`src/rtl/rate_tick_pkg.sv`:
```
// Shared encodings and half-period helper for the slow-rate tick generator.
package rate_tick_pkg;

  localparam int unsigned SEL_W  = 2;
  localparam int unsigned STEP_W = 8;

  // Rate-select encoding.
  localparam logic [SEL_W-1:0] RATE_SEL_1HZ  = 2'd0;
  localparam logic [SEL_W-1:0] RATE_SEL_2HZ  = 2'd1;
  localparam logic [SEL_W-1:0] RATE_SEL_5HZ  = 2'd2;
  localparam logic [SEL_W-1:0] RATE_SEL_10HZ = 2'd3;

  typedef enum logic [1:0] {
    ST_IDLE = 2'd0,
    ST_RUN  = 2'd1,
    ST_DONE = 2'd2
  } state_e;

  // Output rate in Hz for a select value.
  function automatic int unsigned rate_hz(input logic [SEL_W-1:0] sel);
    int unsigned r;
    case (sel)
      RATE_SEL_1HZ:  r = 32'd1;
      RATE_SEL_2HZ:  r = 32'd2;
      RATE_SEL_5HZ:  r = 32'd5;
      default:       r = 32'd10;
    endcase
    return r;
  endfunction

  // Half period in clock cycles: clk_hz / (2 * rate), integer division.
  function automatic int unsigned half_period(input int unsigned clk_hz,
                                              input logic [SEL_W-1:0] sel);
    return clk_hz / (32'd2 * rate_hz(sel));
  endfunction

endpackage

```
`src/rtl/half_period_counter.sv`:
```
// Half-period counter: counts while enabled and flags the H-1 wrap cycle.
module half_period_counter #(
  parameter int unsigned CNT_W = 26
) (
  input  logic             clk,
  input  logic             rst_n,
  input  logic             en_i,
  input  logic             clr_i,
  input  logic [CNT_W-1:0] load_i,
  output logic             wrap_c
);

  logic [CNT_W-1:0] cnt_q;
  logic [CNT_W-1:0] cnt_d;

  // Wrap fires in the enabled cycle where the count sits at H-1.
  assign wrap_c = en_i && (cnt_q == (load_i - CNT_W'(1)));

  // Next count: clear wins, otherwise increment with exact wrap to zero.
  always_comb begin
    cnt_d = cnt_q;
    if (clr_i) begin
      cnt_d = '0;
    end else if (en_i) begin
      cnt_d = wrap_c ? '0 : cnt_q + CNT_W'(1);
    end
  end

  // Count register with synchronous active-low reset.
  always_ff @(posedge clk) begin
    if (!rst_n) cnt_q <= '0;
    else        cnt_q <= cnt_d;
  end

endmodule

```
`src/rtl/rate_tick_ctrl.sv`:
```
// Run controller: start/stop FSM, phase/tick generation and counted-run tracking.
module rate_tick_ctrl
  import rate_tick_pkg::*;
#(
  parameter int unsigned CLK_HZ = 125_000_000,
  parameter int unsigned CNT_W  = 26
) (
  input  logic              clk,
  input  logic              rst_n,
  input  logic              start,
  input  logic              stop,
  input  logic [SEL_W-1:0]  rate_sel,
  input  logic [STEP_W-1:0] step_count,
  output logic              phase,
  output logic              tick,
  output logic              busy,
  output logic              done,
  output logic [STEP_W-1:0] steps_left
);

  localparam logic [CNT_W-1:0] H_1HZ  = CNT_W'(half_period(CLK_HZ, RATE_SEL_1HZ));
  localparam logic [CNT_W-1:0] H_2HZ  = CNT_W'(half_period(CLK_HZ, RATE_SEL_2HZ));
  localparam logic [CNT_W-1:0] H_5HZ  = CNT_W'(half_period(CLK_HZ, RATE_SEL_5HZ));
  localparam logic [CNT_W-1:0] H_10HZ = CNT_W'(half_period(CLK_HZ, RATE_SEL_10HZ));

  state_e            state_q, state_d;
  logic [SEL_W-1:0]  rate_q, rate_d;
  logic              counted_q, counted_d;
  logic [STEP_W-1:0] steps_q, steps_d;
  logic              phase_q, phase_d;
  logic              tick_q, tick_d;
  logic              busy_q, busy_d;
  logic              done_q, done_d;
  logic              cnt_en, cnt_clr, wrap;
  logic [CNT_W-1:0]  half_load;

  // Half-period constant selected by the latched rate.
  always_comb begin
    case (rate_q)
      RATE_SEL_1HZ: half_load = H_1HZ;
      RATE_SEL_2HZ: half_load = H_2HZ;
      RATE_SEL_5HZ: half_load = H_5HZ;
      default:      half_load = H_10HZ;
    endcase
  end

  half_period_counter #(
    .CNT_W (CNT_W)
  ) u_cnt (
    .clk    (clk),
    .rst_n  (rst_n),
    .en_i   (cnt_en),
    .clr_i  (cnt_clr),
    .load_i (half_load),
    .wrap_c (wrap)
  );

  // Next-state and registered-output logic; stop beats start and ticks.
  always_comb begin
    state_d   = state_q;
    rate_d    = rate_q;
    counted_d = counted_q;
    steps_d   = steps_q;
    phase_d   = phase_q;
    tick_d    = 1'b0;
    done_d    = 1'b0;
    cnt_en    = 1'b0;
    cnt_clr   = 1'b0;

    case (state_q)
      ST_IDLE: begin
        phase_d = 1'b0;
        if (start && !stop) begin
          rate_d    = rate_sel;
          counted_d = (step_count != '0);
          steps_d   = step_count;
          cnt_clr   = 1'b1;
          state_d   = ST_RUN;
        end
      end
      ST_RUN: begin
        if (stop) begin
          phase_d = 1'b0;
          state_d = ST_IDLE;
        end else if (counted_q && (steps_q == '0)) begin
          // Final tick is visible this cycle; completion follows.
          phase_d = 1'b0;
          done_d  = 1'b1;
          state_d = ST_DONE;
        end else begin
          cnt_en = 1'b1;
          if (wrap) begin
            phase_d = ~phase_q;
            if (!phase_q) begin
              tick_d = 1'b1;
              if (counted_q) steps_d = steps_q - STEP_W'(1);
            end
          end
        end
      end
      ST_DONE: begin
        phase_d = 1'b0;
        state_d = ST_IDLE;
      end
      default: begin
        phase_d = 1'b0;
        state_d = ST_IDLE;
      end
    endcase

    busy_d = (state_d != ST_IDLE);
  end

  // State and output registers with synchronous active-low reset.
  always_ff @(posedge clk) begin
    if (!rst_n) begin
      state_q   <= ST_IDLE;
      rate_q    <= RATE_SEL_1HZ;
      counted_q <= 1'b0;
      steps_q   <= '0;
      phase_q   <= 1'b0;
      tick_q    <= 1'b0;
      busy_q    <= 1'b0;
      done_q    <= 1'b0;
    end else begin
      state_q   <= state_d;
      rate_q    <= rate_d;
      counted_q <= counted_d;
      steps_q   <= steps_d;
      phase_q   <= phase_d;
      tick_q    <= tick_d;
      busy_q    <= busy_d;
      done_q    <= done_d;
    end
  end

  assign phase      = phase_q;
  assign tick       = tick_q;
  assign busy       = busy_q;
  assign done       = done_q;
  assign steps_left = steps_q;

endmodule

```
`config.mk`:
```
export PLATFORM = sky130hd
export DESIGN_NAME = rate_tick_ctrl
export DESIGN_NICKNAME = d
export VERILOG_FILES = /design/src/rtl/rate_tick_pkg.sv /design/src/rtl/half_period_counter.sv /design/src/rtl/rate_tick_ctrl.sv
export SDC_FILE = /design/constraint.sdc
export NUM_CORES = 1
export LEC_CHECK = 0
export ABC_CLOCK_PERIOD_IN_PS = 12000
export BUFFER_PORTS_ARGS = -buffer_cell sky130_fd_sc_hd__buf_2
export CORE_UTILIZATION = 50
export CTS_BUF_LIST = sky130_fd_sc_hd__clkbuf_4 sky130_fd_sc_hd__clkbuf_8
export DETAILED_ROUTE_END_ITERATION = 6
export GPL_TIMING_DRIVEN = 0
export PLACE_DENSITY = 0.79
export SYNTH_ARGS = -nofsm -noshare
export SYNTH_HDL_FRONTEND = slang
export SYNTH_HIERARCHICAL = 1
export SYNTH_SLANG_ARGS = --single-unit
export TNS_END_PERCENT = 30
```
`constraint.sdc`:
```
create_clock -name clk -period 12 [get_ports clk]
set_clock_uncertainty 0.15 [all_clocks]
set_input_delay 0.6 -clock clk [delete_from_list [all_inputs] [get_ports clk]]
set_output_delay 0.6 -clock clk [all_outputs]
set_load 0.02 [all_outputs]
```
; ---- After elaboration in Yosys (flattened, before gate mapping)
; Index checks and enable logic that the tools add are counted.
[word_totals]
wordCells = 62
input_bits = 14
output_inout_bits = 12
regBits = 43
[op_classes]
n_bitwise = 4
n_mux = 20
n_addsub = 3
n_eq_ne = 10
n_reduce_logical = 16
[op_table]
columns = cell, count
row1 = $pmux 26 s3, 1
row2 = $mux 8, 6
row3 = $add 26x1->26 const B, 1
row4 = $eq 26x26->1, 1
row5 = $mux 26, 1
row6 = $sub 26x1->26 const B, 1
row7 = $pmux 8 s2, 1
row8 = $ne 2x2->1 const B, 5
row9 = $logic_not 8->1, 1
row10 = $reduce_bool 8->1, 1
row11 = $sub 8x1->8 const B, 1
row12 = $mux 1, 7
row13 = $reduce_and 7->1, 1
row14 = $mux 2, 3
row15 = $reduce_or 5->1, 1
row16 = $eq 2x1->1 const B, 2
row17 = $logic_not 2->1, 2
row18 = $not 1->1, 4
row19 = $pmux 2 s2, 1
row20 = $reduce_bool 2->1, 2
row21 = $reduce_or 4->1, 1
row22 = $logic_and 1x1->1, 3
row23 = $reduce_or 3->1, 1
row24 = $eq 2x2->1 const B, 1
row25 = 4 further kinds, 4

; ---- Logic depth before layout (Yosys ltp)
; Gate-level depths: netlist of the first run.
[logic_depth]
word_depth = 10
mapped_depth = 17
ltp_nobuf = 14

; ---- Hierarchy
; The synthesis of the first run kept the hierarchy.
[by_module_without_submodules]
columns = module, instances, seq_area_each_um2, cells_each, area_each_um2
row1 = half_period_counter, 1, 520.5, 283, 2230.9
row2 = rate_tick_ctrl, 1, 340.3, 124, 1056.0

; ---- Worst setup path before layout of the first run
; No wires, ideal clock.
[synth_timing]
kind = register to register
start = register rate_q[1]
end = register steps_q[4], in the netlist steps_left[4]
arrival_ns = 4.193
path_buffers = 2
setup_ns = 0.115
required_ns = 11.735
path_stages_with_launch = 16
setup_slack_ns = 7.543
synth_period_minus_slack_ns = 4.457
cell_sequence = dfxtp_1 -> inv_1 -> ha_1 -> or2_2 -> or4b_1 -> buf_2 -> o32ai_1 -> o311ai_0 -> nor4_1 -> nand4b_2 -> nor4_4 -> buf_6 -> and4bb_2 -> nand3_1 -> o311a_1 -> o21a_1
[synth_between]
elab_chain_len = 7
elab_cells_between_ends = 9
cone_classes = add/sub (1) / eq/ne (4) / mux (1) / reduce/logical (3)
[synth_rtl]
columns = element, line
row1 = "start, declared", rate_tick_ctrl.sv:27  ; logic [SEL_W-1:0] rate_q, rate_d;
row2 = "start signal, assigned", rate_tick_ctrl.sv:127  ; rate_q <= rate_d;
row3 = $eq 2x2->1 (tied with other cells), rate_tick_ctrl.sv:39  ; case (rate_q)
row4 = $pmux 26 s3 *, rate_tick_ctrl.sv:39
row5 = net half_load[6], rate_tick_ctrl.sv:35  ; logic [CNT_W-1:0] half_load;
row6 = $sub 26x1->26 *, half_period_counter.sv:17  ; assign wrap_c = en_i && (cnt_q == (load_i - CNT_W'(1)));
row7 = $eq 26x26->1 *, half_period_counter.sv:17
row8 = $logic_and 1x1->1 *, half_period_counter.sv:17
row9 = net wrap, rate_tick_ctrl.sv:34  ; logic cnt_en, cnt_clr, wrap;
row10 = $ne 2x1->1 (no source line) *, --
row11 = $reduce_and 7->1 (no source line) *, --
row12 = "end signal, assigned", rate_tick_ctrl.sv:129  ; steps_q <= steps_d;
row13 = "end, declared", rate_tick_ctrl.sv:29  ; logic [STEP_W-1:0] steps_q, steps_d;
; Mark *: on every way through the listed nets, which the timed path passes. The rest lies on a longest branch.
; A chain may end at the register's enable or synchronous reset.

; ---- Worst setup path after layout of the first run
; Ends and elaborated chain as after synthesis.

==> results of run 1 <==
==> cell usage in the layout (no fill, tap or decap), types with 3 or more instances in the layout <==
master | Yosys | final
or2_2 | 4 | 4
buf_6 | 3 | 3
and4_1 | 3 | 3
o31ai_1 | 3 | 3
or4_1 | 6 | 6
a32oi_1 | 3 | 3
nand3_1 | 13 | 13
xor2_1 | 23 | 23
ha_1 | 9 | 9
dfxtp_1 | 43 | 43
o311ai_0 | 5 | 5
nor3b_1 | 3 | 3
a31oi_1 | 3 | 3
o41ai_1 | 3 | 3
nand2b_1 | 7 | 7
nand4_1 | 10 | 10
inv_1 | 13 | 13
clkbuf_8 | 0 | 5
and2_1 | 5 | 5
nand3b_1 | 3 | 3
nor4_1 | 9 | 9
o21a_1 | 4 | 4
xnor2_1 | 28 | 28
nor2b_1 | 4 | 4
nor2_1 | 35 | 35
clkbuf_1 | 12 | 12
nand2_1 | 31 | 31
a21oi_1 | 14 | 14
nor4b_1 | 5 | 5
or3_1 | 5 | 5
o21ai_0 | 5 | 5
conb_1 | 2 | 42
o32ai_1 | 5 | 5
o211a_1 | 3 | 3
and3_1 | 3 | 3
buf_2 | 1 | 26
nor3_1 | 34 | 34
==> report_power, final <==
part	leakage (nW)	internal, mW	switching, mW
clock network	0.0581	0.0620	0.0500
logic	0.981	0.0234	0.0386
registers	0.348	0.145	0.00370
==> area by class of cell <==
| cell class | instances | area (um^2) |
|---|---|---|
| fill | 557 | 2580 |
| multi-input combinational | 372 | 2420 |
| sequential | 43 | 861 |
| timing repair buffer | 25 | 125 |
| tap | 77 | 96.3 |
| buffer | 17 | 87.6 |
| clock buffer | 5 | 68.8 |
| inverter | 15 | 68.8 |
| clock inverter | 3 | 43.8 |
==> state kept, by name, indices dropped and copies added, names as in the netlist <==
signal and cells:
phase 1, done 1, u_cnt/cnt_q 26, counted_q 1
tick 1, state_q 2, rate_q 2, steps_left 8
busy 1
==> per-layer routing <==
metal / up-vias / global-route usage, % / share of wire (%)
met1: 1533 / 29.4 / 44
met4: 0 / 14.1 / 3.7
li1: 1604 / - / -
met3: 26 / 2.78 / 3.5
met2: 103 / 40.2 / 49
met5: - / 0 / 0
==> worst max-delay path, cell delays in order (launching register included) <==
cell and delay, ps:
dfxtp_1 420, inv_1 120, ha_1 320, or2_2 460, or4b_1 580, buf_2 220, o32ai_1 300, o311ai_0 180
nor4_1 380, nand4b_2 210, nor4_4 570, buf_6 250, and4bb_2 330, nand3_1 90, o311a_1 300, o21a_1 180
==> final timing paths <==
kind / startpoint / to / slack (ps)
worst max-delay path: rate_q[1] / steps_left[4] / 6810
worst min-delay path: steps_left[7] / steps_left[7] / 350
worst max register to register: rate_q[1] / steps_left[4] / 6810
worst min register to register: steps_left[7] / steps_left[7] / 350
==> through the flow <==
step | utilization, % | worst slack [ps]
after floorplan | - | 7540
after global placement | 57.6 | 6950
after detailed placement | 57.6 | 6900
after CTS | 59.4 | 6860
after global routing | 59.4 | 6510
final | 59.4 | 6810
==> cell families after synthesis <==
| kind of cell | Yosys count | synth area share (%) |
|---|---|---|
| muxes | 4 | 1.75 |
| adders and majority gates | 9 | 3.43 |
| and+or+nand+nor | 199 | 34.9 |
| AOI/OAI and AO/OA | 67 | 15.1 |
| other | 2 | 0.228 |
| buffers and inverters | 32 | 4.76 |
| DFF | 43 | 26.2 |
| xor gates and xnor gates | 51 | 13.6 |
==> impl_metrics.env, run 1 <==
export IMPL_dp_cells=549
export IMPL_nets=502
export IMPL_synth_area_leaders="dfxtp_1 (26%), xnor2_1 (7.5%), xor2_1 (6.1%)"
export IMPL_drive_gt1_share_pct=11.9
export IMPL_status="finished, final reports clean"
export IMPL_synth_top_cell_area_share_pct=26.2
export IMPL_dpl_cell_area_mm2=0.00366
export IMPL_hold_ws_ps=354
export IMPL_track_usage_pct=23.9
export IMPL_hold_class="flop to flop"
export IMPL_final_setup_viol_count=0
export IMPL_critical_path_max_fanout=14
export IMPL_postSynthAreaPerCell_um2=8.08
export IMPL_grt_pass1_vias=3042
export IMPL_slew_viol_final=0
export IMPL_synth_flop_cell="dfxtp_1"
export IMPL_max_slew_margin_rel_pct=44.3
export IMPL_start_util_pct=51.8
export IMPL_worstMarginPinSlew_ps=830
export IMPL_clk_latency_ps=290
export IMPL_ant_nets=0
export IMPL_hold_violations=0
export IMPL_drtIter0Drc=185
export IMPL_yosys_area_top_type="dfxtp_1"
export IMPL_ir_drop_mv=0.0522
export IMPL_synth_most_common_cell="dfxtp_1"
export IMPL_clock_sinks=43
export IMPL_antenna_found_initial=0
export IMPL_gp_congestion=0.916
export IMPL_dr_pass1_iters=5
export IMPL_start_kind="flop"
export IMPL_die_w_um=83.1
export IMPL_clkTransAtPathRegs_ps=90
export IMPL_coreArea_mm2=0.00635
export IMPL_netlist_area_mm2=0.00329
export IMPL_synth_seq_cells=43
export IMPL_synthTopCellsByCount="dfxtp_1 (43), nor2_1 (35), nor3_1 (34)"
export IMPL_synth_async_reset_ratio_pct=0
export IMPL_rsz0062_at_grt="false"
export IMPL_arrival_ps=5230
export IMPL_die_area_mm2=0.00690
export IMPL_drv_cap=0
export IMPL_cts_max_level=2
export IMPL_die_y_um=83.1
export IMPL_routedWlPerCell_um=14.4
export IMPL_io_buffers=25
export IMPL_tns_ps=0
export IMPL_grt_max_degree=15
export IMPL_total_power_mw=0.323
export IMPL_num_rows=29
export IMPL_ys_types=70
export IMPL_fin_area_mm2=0.00377
export IMPL_endpoint_kind="flop"
export IMPL_required_ps=12040
export IMPL_holdBufCountCts=0
export IMPL_p_per_area_mw_per_mm2=85.7
export IMPL_antennaDiodeCount=0
export IMPL_grt_pass1_wl_mm=13.7
export IMPL_cts_buffer_depth=2
export IMPL_synth_edf_count=0
export IMPL_synthCells=407
export IMPL_max_freq_mhz=193
export IMPL_hold_path_depth=2
export IMPL_finalCriticalPeriod_ps=5190
export IMPL_hpwlAfterDp_mm=6.09
export IMPL_reg2regPathDepth=15
export IMPL_fin_crit_sh_pct=43.2
export IMPL_routed_wl_mm=8.00
export IMPL_cts_buffers=5
export IMPL_vias_per_cell=5.86
export IMPL_yosys_warnings=6
export IMPL_p_leak_nw=1.39
export IMPL_grt_overflow=0
export IMPL_clock_root_buffer="clkbuf_8"
export IMPL_remaining_drc_errors=0
export IMPL_synth_seq_area_share_pct=26.2
export IMPL_cts_tree="built"
export IMPL_syn_to_final_growth_pct=14.7
export IMPL_post_cts_buffers=0
export IMPL_fin_cells=557
export IMPL_io_pins=26
export IMPL_critical_path_class="flop to flop"
export IMPL_cts_resized=0
export IMPL_vias=3266
No activity file was read; power rests on OpenSTA's default activity.
==> run 2, diff against run 1 <==
ABC_CLOCK_PERIOD_IN_PS = 4780   (was 12000)
clock period = 4.78 ns   (was 12 ns; I/O delays follow)
==> run 2 against run 1 <==
Worst hold slack lost 330 ps. First-iteration DRC count shrank 2.7%. Sequential share of layout area is essentially flat. Critical path depth is the same. Worst setup slack lost 6500 ps. Core utilization grew 0.22 points. Count of clock-buffer cells in the layout is the same. Cell area grew 0.36%. Clock power grew to 2.5 times the previous value. Wire length grew 0.80%.
==> impl_metrics.env, run 2 (synthesis gave the netlist of run 1 again) <==
export IMPL_cts_tree="built"
export IMPL_routed_wl_mm=8.06
export IMPL_cts_buffer_depth=2
export IMPL_critical_path_class="flop to flop"
export IMPL_die_w_um=83.1
export IMPL_p_int_mw=0.580
export IMPL_start_kind="flop"
export IMPL_cts_buffers=5
export IMPL_rsz0062_at_grt="false"
export IMPL_start_util_pct=51.8
export IMPL_drv_cap=0
export IMPL_dr_pass1_iters=4
export IMPL_num_rows=29
export IMPL_slew_viol_final=0
export IMPL_required_ps=4820
export IMPL_routedWlPerCell_um=14.4
export IMPL_grt_pass1_wl_mm=13.8
export IMPL_worstMarginPinSlew_ps=852
export IMPL_io_buffers=25
export IMPL_power_frac_comb_pct=19.3
export IMPL_p_leak_nw=1.39
export IMPL_clkPwrFrac_pct=34.6
export IMPL_p_per_area_mw_per_mm2=215
export IMPL_fin_crit_sh_pct=93.4
export IMPL_wl_met3_um=262
export IMPL_status="finished, final reports clean"
export IMPL_finalCriticalPeriod_ps=4460
export IMPL_vias=3246
export IMPL_top_register="u_cnt/cnt_q"
export IMPL_fill_cells=556
export IMPL_hold_class="primary input to flop"
export IMPL_hold_ws_ps=21.6
export IMPL_nets=503
export IMPL_vias_per_cell=5.82
export IMPL_crit_chain="inv_1, ha_2, or2_4, or4b_1, buf_2, o32ai_1, o311ai_0, nor4_1, nand4b_2, nor4_4, buf_6, and4bb_2, nand3_1, o311a_1, o21a_1"
export IMPL_holdBufCountCts=0
export IMPL_gp_congestion=0.916
export IMPL_track_usage_pct=23.9
export IMPL_ir_drop_mv=0.131
export IMPL_grt_pass1_vias=3046
export IMPL_remaining_drc_errors=0
export IMPL_p_sw_mw=0.232
export IMPL_largest_reg_flops=26
export IMPL_clock_sinks=43
export IMPL_seqPwrFrac_pct=46.1
export IMPL_final_setup_viol_count=0
export IMPL_wl_met1_mm=3.60
export IMPL_drive_gt1_share_pct=12.5
export IMPL_max_stage_delay_ps=560
export IMPL_swShare_pct=28.6
export IMPL_critical_path_max_fanout=14
export IMPL_io_pins=26
export IMPL_max_freq_mhz=224
export IMPL_total_power_mw=0.812
export IMPL_grt_max_degree=15
export IMPL_coreArea_mm2=0.00635
export IMPL_clkTransAtPathRegs_ps=90
export IMPL_die_y_um=83.1
export IMPL_hpwlAfterDp_mm=6.09
export IMPL_cts_max_level=2
export IMPL_antenna_found_initial=0
export IMPL_hold_violations=0
export IMPL_ant_nets=0
export IMPL_fin_area_mm2=0.00378
export IMPL_setup_slack_ps=316
export IMPL_top_layer="met4"
export IMPL_grt_overflow=0
export IMPL_die_area_mm2=0.00690
export IMPL_dp_slack_ps=-320
export IMPL_clock_root_buffer="clkbuf_8"
export IMPL_dpl_cell_area_mm2=0.00366
export IMPL_syn_to_final_growth_pct=15.2
export IMPL_clk_latency_ps=290
export IMPL_antennaDiodeCount=0
export IMPL_arrival_ps=4510
export IMPL_slowest_stage="or4b_1"
export IMPL_max_slew_margin_rel_pct=42.8
export IMPL_drtIter0Drc=180
export IMPL_endpoint_kind="flop"
export IMPL_met2WireLength_mm=3.86
export IMPL_final_cell_mix="dfxtp_1 (42), conb_1 (42), nor2_1 (35)"
run 2: changes by cell type in the layout (fill, tap and decap cells not counted):
cell,delta
ha_2,+1
ha_1,-1
or2_2,-1
or2_4,+1
buf_4,+1
dfxtp_2,+1
dfxtp_1,-1
run 2: final timing paths:
path               startpoint            end  slack (ps)  depth (start not counted)
setup / recovery    rate_q[1]  steps_left[4]         320                         15
hold / removal    rate_sel[1]      rate_q[1]          20                          3
setup reg to reg    rate_q[1]  steps_left[4]         320                         15
hold reg to reg     rate_q[1]      rate_q[1]         350                          2
run 2: what timing repair did:
| item | 4_1_cts | 5_1_grt |
|---|---|---|
| pin swaps | 1 | 1 |
| gates resized for setup | 0 | 3 |
| cloned | 0 | 0 |
| setup buffers | 1 | 0 |
| setup endpoints to repair | 8 | 8 |
run 2: worst max-delay path, delay by kind of cell (launching register included):
| family | cells | cell delay (ps) |
|---|---|---|
| AOI/OAI and AO/OA | 4 | 940 |
| adders and majority gates | 1 | 250 |
| buffers and inverters | 3 | 540 |
| DFF | 1 | 380 |
| and+or+nand+nor | 7 | 2090 |
run 2: per-layer routing:
metal | track usage (%) | vias to the layer above
met5 | 0 | -
met4 | 14.1 | 0
met3 | 2.78 | 30
met2 | 40.2 | 94
met1 | 29.4 | 1514
li1 | - | 1608
run 2: area by class of cell:
cell class	instances	area, um^2	share of cell area (%)
buffer	17	87.6	2.31
clock buffer	5	68.8	1.82
clock inverter	3	43.8	1.16
inverter	15	68.8	1.82
multi-input combinational	372	2420	64.1
sequential	43	862	22.8
tap	77	96.3	2.55
timing repair buffer	26	133	3.50
run 2: power by group through the flow:
stage | logic [mW] | clock network (mW) | registers, mW
final | 0.156 | 0.281 | 0.375
after global routing | 0.174 | 0.303 | 0.376
after CTS | 0.151 | 0.288 | 0.374
after detailed placement | 0.151 | 0 | 0.383
after global placement | 0.147 | 0 | 0.382
after floorplan | 0.109 | 0 | 0.386
run 2: per-stage QoR:
stage | util, % | instances | TNS (ps)
after detailed placement | 57.6 | 549 | -2180
final | 59.6 | 558 | 0
after global placement | 57.6 | 549 | -1790
after global routing | 59.6 | 558 | 0
after floorplan | - | 447 | 0
after CTS | 59.5 | 558 | 0
==> run 3, diff against run 2 <==
CTS_BUF_LIST = sky130_fd_sc_hd__clkbuf_4   (was sky130_fd_sc_hd__clkbuf_4 sky130_fd_sc_hd__clkbuf_8)
==> run 3 against run 2 <==
Worst setup slack lost 34 ps. Core utilization shrank 0.24 points. First-iteration DRC count shrank 5.0%. Cell count grew 0.18%. Wire length shrank 0.87%. Cell area shrank 0.40%. Power shrank 6.3%. Non-clock buffer count grew 1. Die area is the same.
==> impl_metrics.env, run 3 (synthesis gave the netlist of run 1 again) <==
export IMPL_vias=3242
export IMPL_die_area_mm2=0.00690
export IMPL_routedWlPerCell_um=14.3
export IMPL_antennaDiodeCount=0
export IMPL_p_per_area_mw_per_mm2=202
export IMPL_dp_slack_ps=-320
export IMPL_antenna_found_initial=0
export IMPL_crit_buf_inv=3
export IMPL_remaining_drc_errors=0
export IMPL_grt_pass1_vias=3052
export IMPL_cp_top_family="simple AND/OR/NAND/NOR gates"
export IMPL_critical_path_class="flop to flop"
export IMPL_final_setup_viol_count=0
export IMPL_gp_congestion=0.916
export IMPL_required_ps=4890
export IMPL_rsz0062_at_grt="false"
export IMPL_clkTransAtPathRegs_ps=140
export IMPL_clk_latency_ps=350
export IMPL_tns_ps=0
export IMPL_track_usage_pct=24.0
export IMPL_max_slew_margin_rel_pct=22.4
export IMPL_endpoint_kind="flop"
export IMPL_max_freq_mhz=222
export IMPL_syn_to_final_growth_pct=14.7
export IMPL_hold_class="primary input to flop"
export IMPL_grt_pass1_wl_mm=13.8
export IMPL_coreArea_mm2=0.00635
export IMPL_hold_violations=0
export IMPL_die_w_um=83.1
export IMPL_ant_nets=0
export IMPL_fin_crit_sh_pct=94.1
export IMPL_nets=504
export IMPL_clock_root_buffer="clkbuf_4"
export IMPL_ir_drop_mv=0.114
export IMPL_slowest_stage="or4b_1"
export IMPL_p_leak_nw=1.38
export IMPL_num_rows=29
export IMPL_arrival_ps=4610
export IMPL_routed_wl_mm=7.99
export IMPL_crit_chain="inv_1, ha_2, or2_4, or4b_1, buf_2, o32ai_1, o311ai_0, nor4_1, nand4b_2, nor4_4, buf_6, and4bb_2, nand3_1, o311a_1, o21a_1"
export IMPL_io_buffers=25
export IMPL_cts_buffers=5
export IMPL_start_kind="flop"
export IMPL_die_y_um=83.1
export IMPL_status="finished, final reports clean"
export IMPL_setup_slack_ps=282
export IMPL_hold_ws_ps=25.2
export IMPL_drive_gt1_share_pct=12.4
export IMPL_total_power_mw=0.761
export IMPL_fill_cells=562
export IMPL_top_register="u_cnt/cnt_q"
export IMPL_grt_overflow=0
export IMPL_critical_path_max_fanout=14
export IMPL_finalCriticalPeriod_ps=4500
export IMPL_dr_pass1_iters=7
export IMPL_io_pins=26
export IMPL_largest_reg_flops=26
export IMPL_cts_tree="built"
export IMPL_hpwlAfterDp_mm=6.09
export IMPL_drv_cap=0
export IMPL_max_stage_delay_ps=570
export IMPL_drtIter0Drc=171
export IMPL_final_cell_mix="dfxtp_1 (42), conb_1 (42), nor2_1 (35)"
export IMPL_slew_viol_final=0
export IMPL_grt_max_degree=15
export IMPL_clock_sinks=43
export IMPL_cts_max_level=2
export IMPL_start_util_pct=51.8
export IMPL_cts_buffer_depth=2
export IMPL_vias_per_cell=5.80
export IMPL_worstMarginPinSlew_ps=1160
run 3: cell types whose count changed in the layout (fill, tap and decap cells not counted), sizes merged:
cell / change
clkbuf: -1
dlygate4sd3: +2
run 3: through the flow:
| step | util [%] | cells | instance area (um^2) |
|---|---|---|---|
| after floorplan | - | 447 | 3440 |
| after global placement | 57.6 | 549 | 3660 |
| after detailed placement | 57.6 | 549 | 3660 |
| after CTS | 59.3 | 560 | 3770 |
| after global routing | 59.4 | 559 | 3770 |
| final | 59.4 | 559 | 3770 |
run 3: worst reg2reg max path, cell delays in order (launching register included):
cell and delay, ps:
dfxtp_2 400, inv_1 100, ha_2 250, or2_4 330
or4b_1 570, buf_2 220, o32ai_1 300, o311ai_0 180
nor4_1 340, nand4b_2 210, nor4_4 230, buf_6 220
and4bb_2 330, nand3_1 90, o311a_1 300, o21a_1 180
run 3: worst paths after layout:
path                  start             to  slack (ps)  cells past startpoint
hold reg to reg   rate_q[1]      rate_q[1]         360                      2
setup reg to reg  rate_q[1]  steps_left[4]         280                     15
setup / recovery  rate_q[1]  steps_left[4]         280                     15
hold / removal        rst_n           tick          30                      3
run 3: where the power goes:
group	internal [mW]	switching (mW)	leakage (nW)
sequential	0.366	0.00924	0.348
clock	0.110	0.119	0.0452
combinational	0.0600	0.0968	0.991
run 3: layout make-up:
| type | count | area (um^2) | share of cell area (%) |
|---|---|---|---|
| repair buffers | 28 | 153 | 4.05 |
| clock buffers | 5 | 37.5 | 0.996 |
| flip-flops and latches | 43 | 862 | 22.9 |
| well taps | 77 | 96.3 | 2.56 |
| plain buffers | 16 | 83.8 | 2.22 |
| multi-input cells | 372 | 2420 | 64.3 |
| clock inverters | 3 | 43.8 | 1.16 |
| inverters | 15 | 68.8 | 1.83 |
run 3: repair_timing:
action	4_1_cts	5_1_grt
pin swaps	1	1
resized for setup	0	3
endpoints found under the hold margin	2	0
buffers inserted	1	0
setup endpoints to repair	8	8
hold buffers	2	0
run 3: layer usage:
metal / GRT usage [%] / wire (um) / part of all wire, %
met4: 13.6 / 380 / 4.8
met1: 29.5 / 3520 / 44
met3: 3.08 / 308 / 3.9
met2: 40.2 / 3780 / 47
met5: 0 / 0 / 0
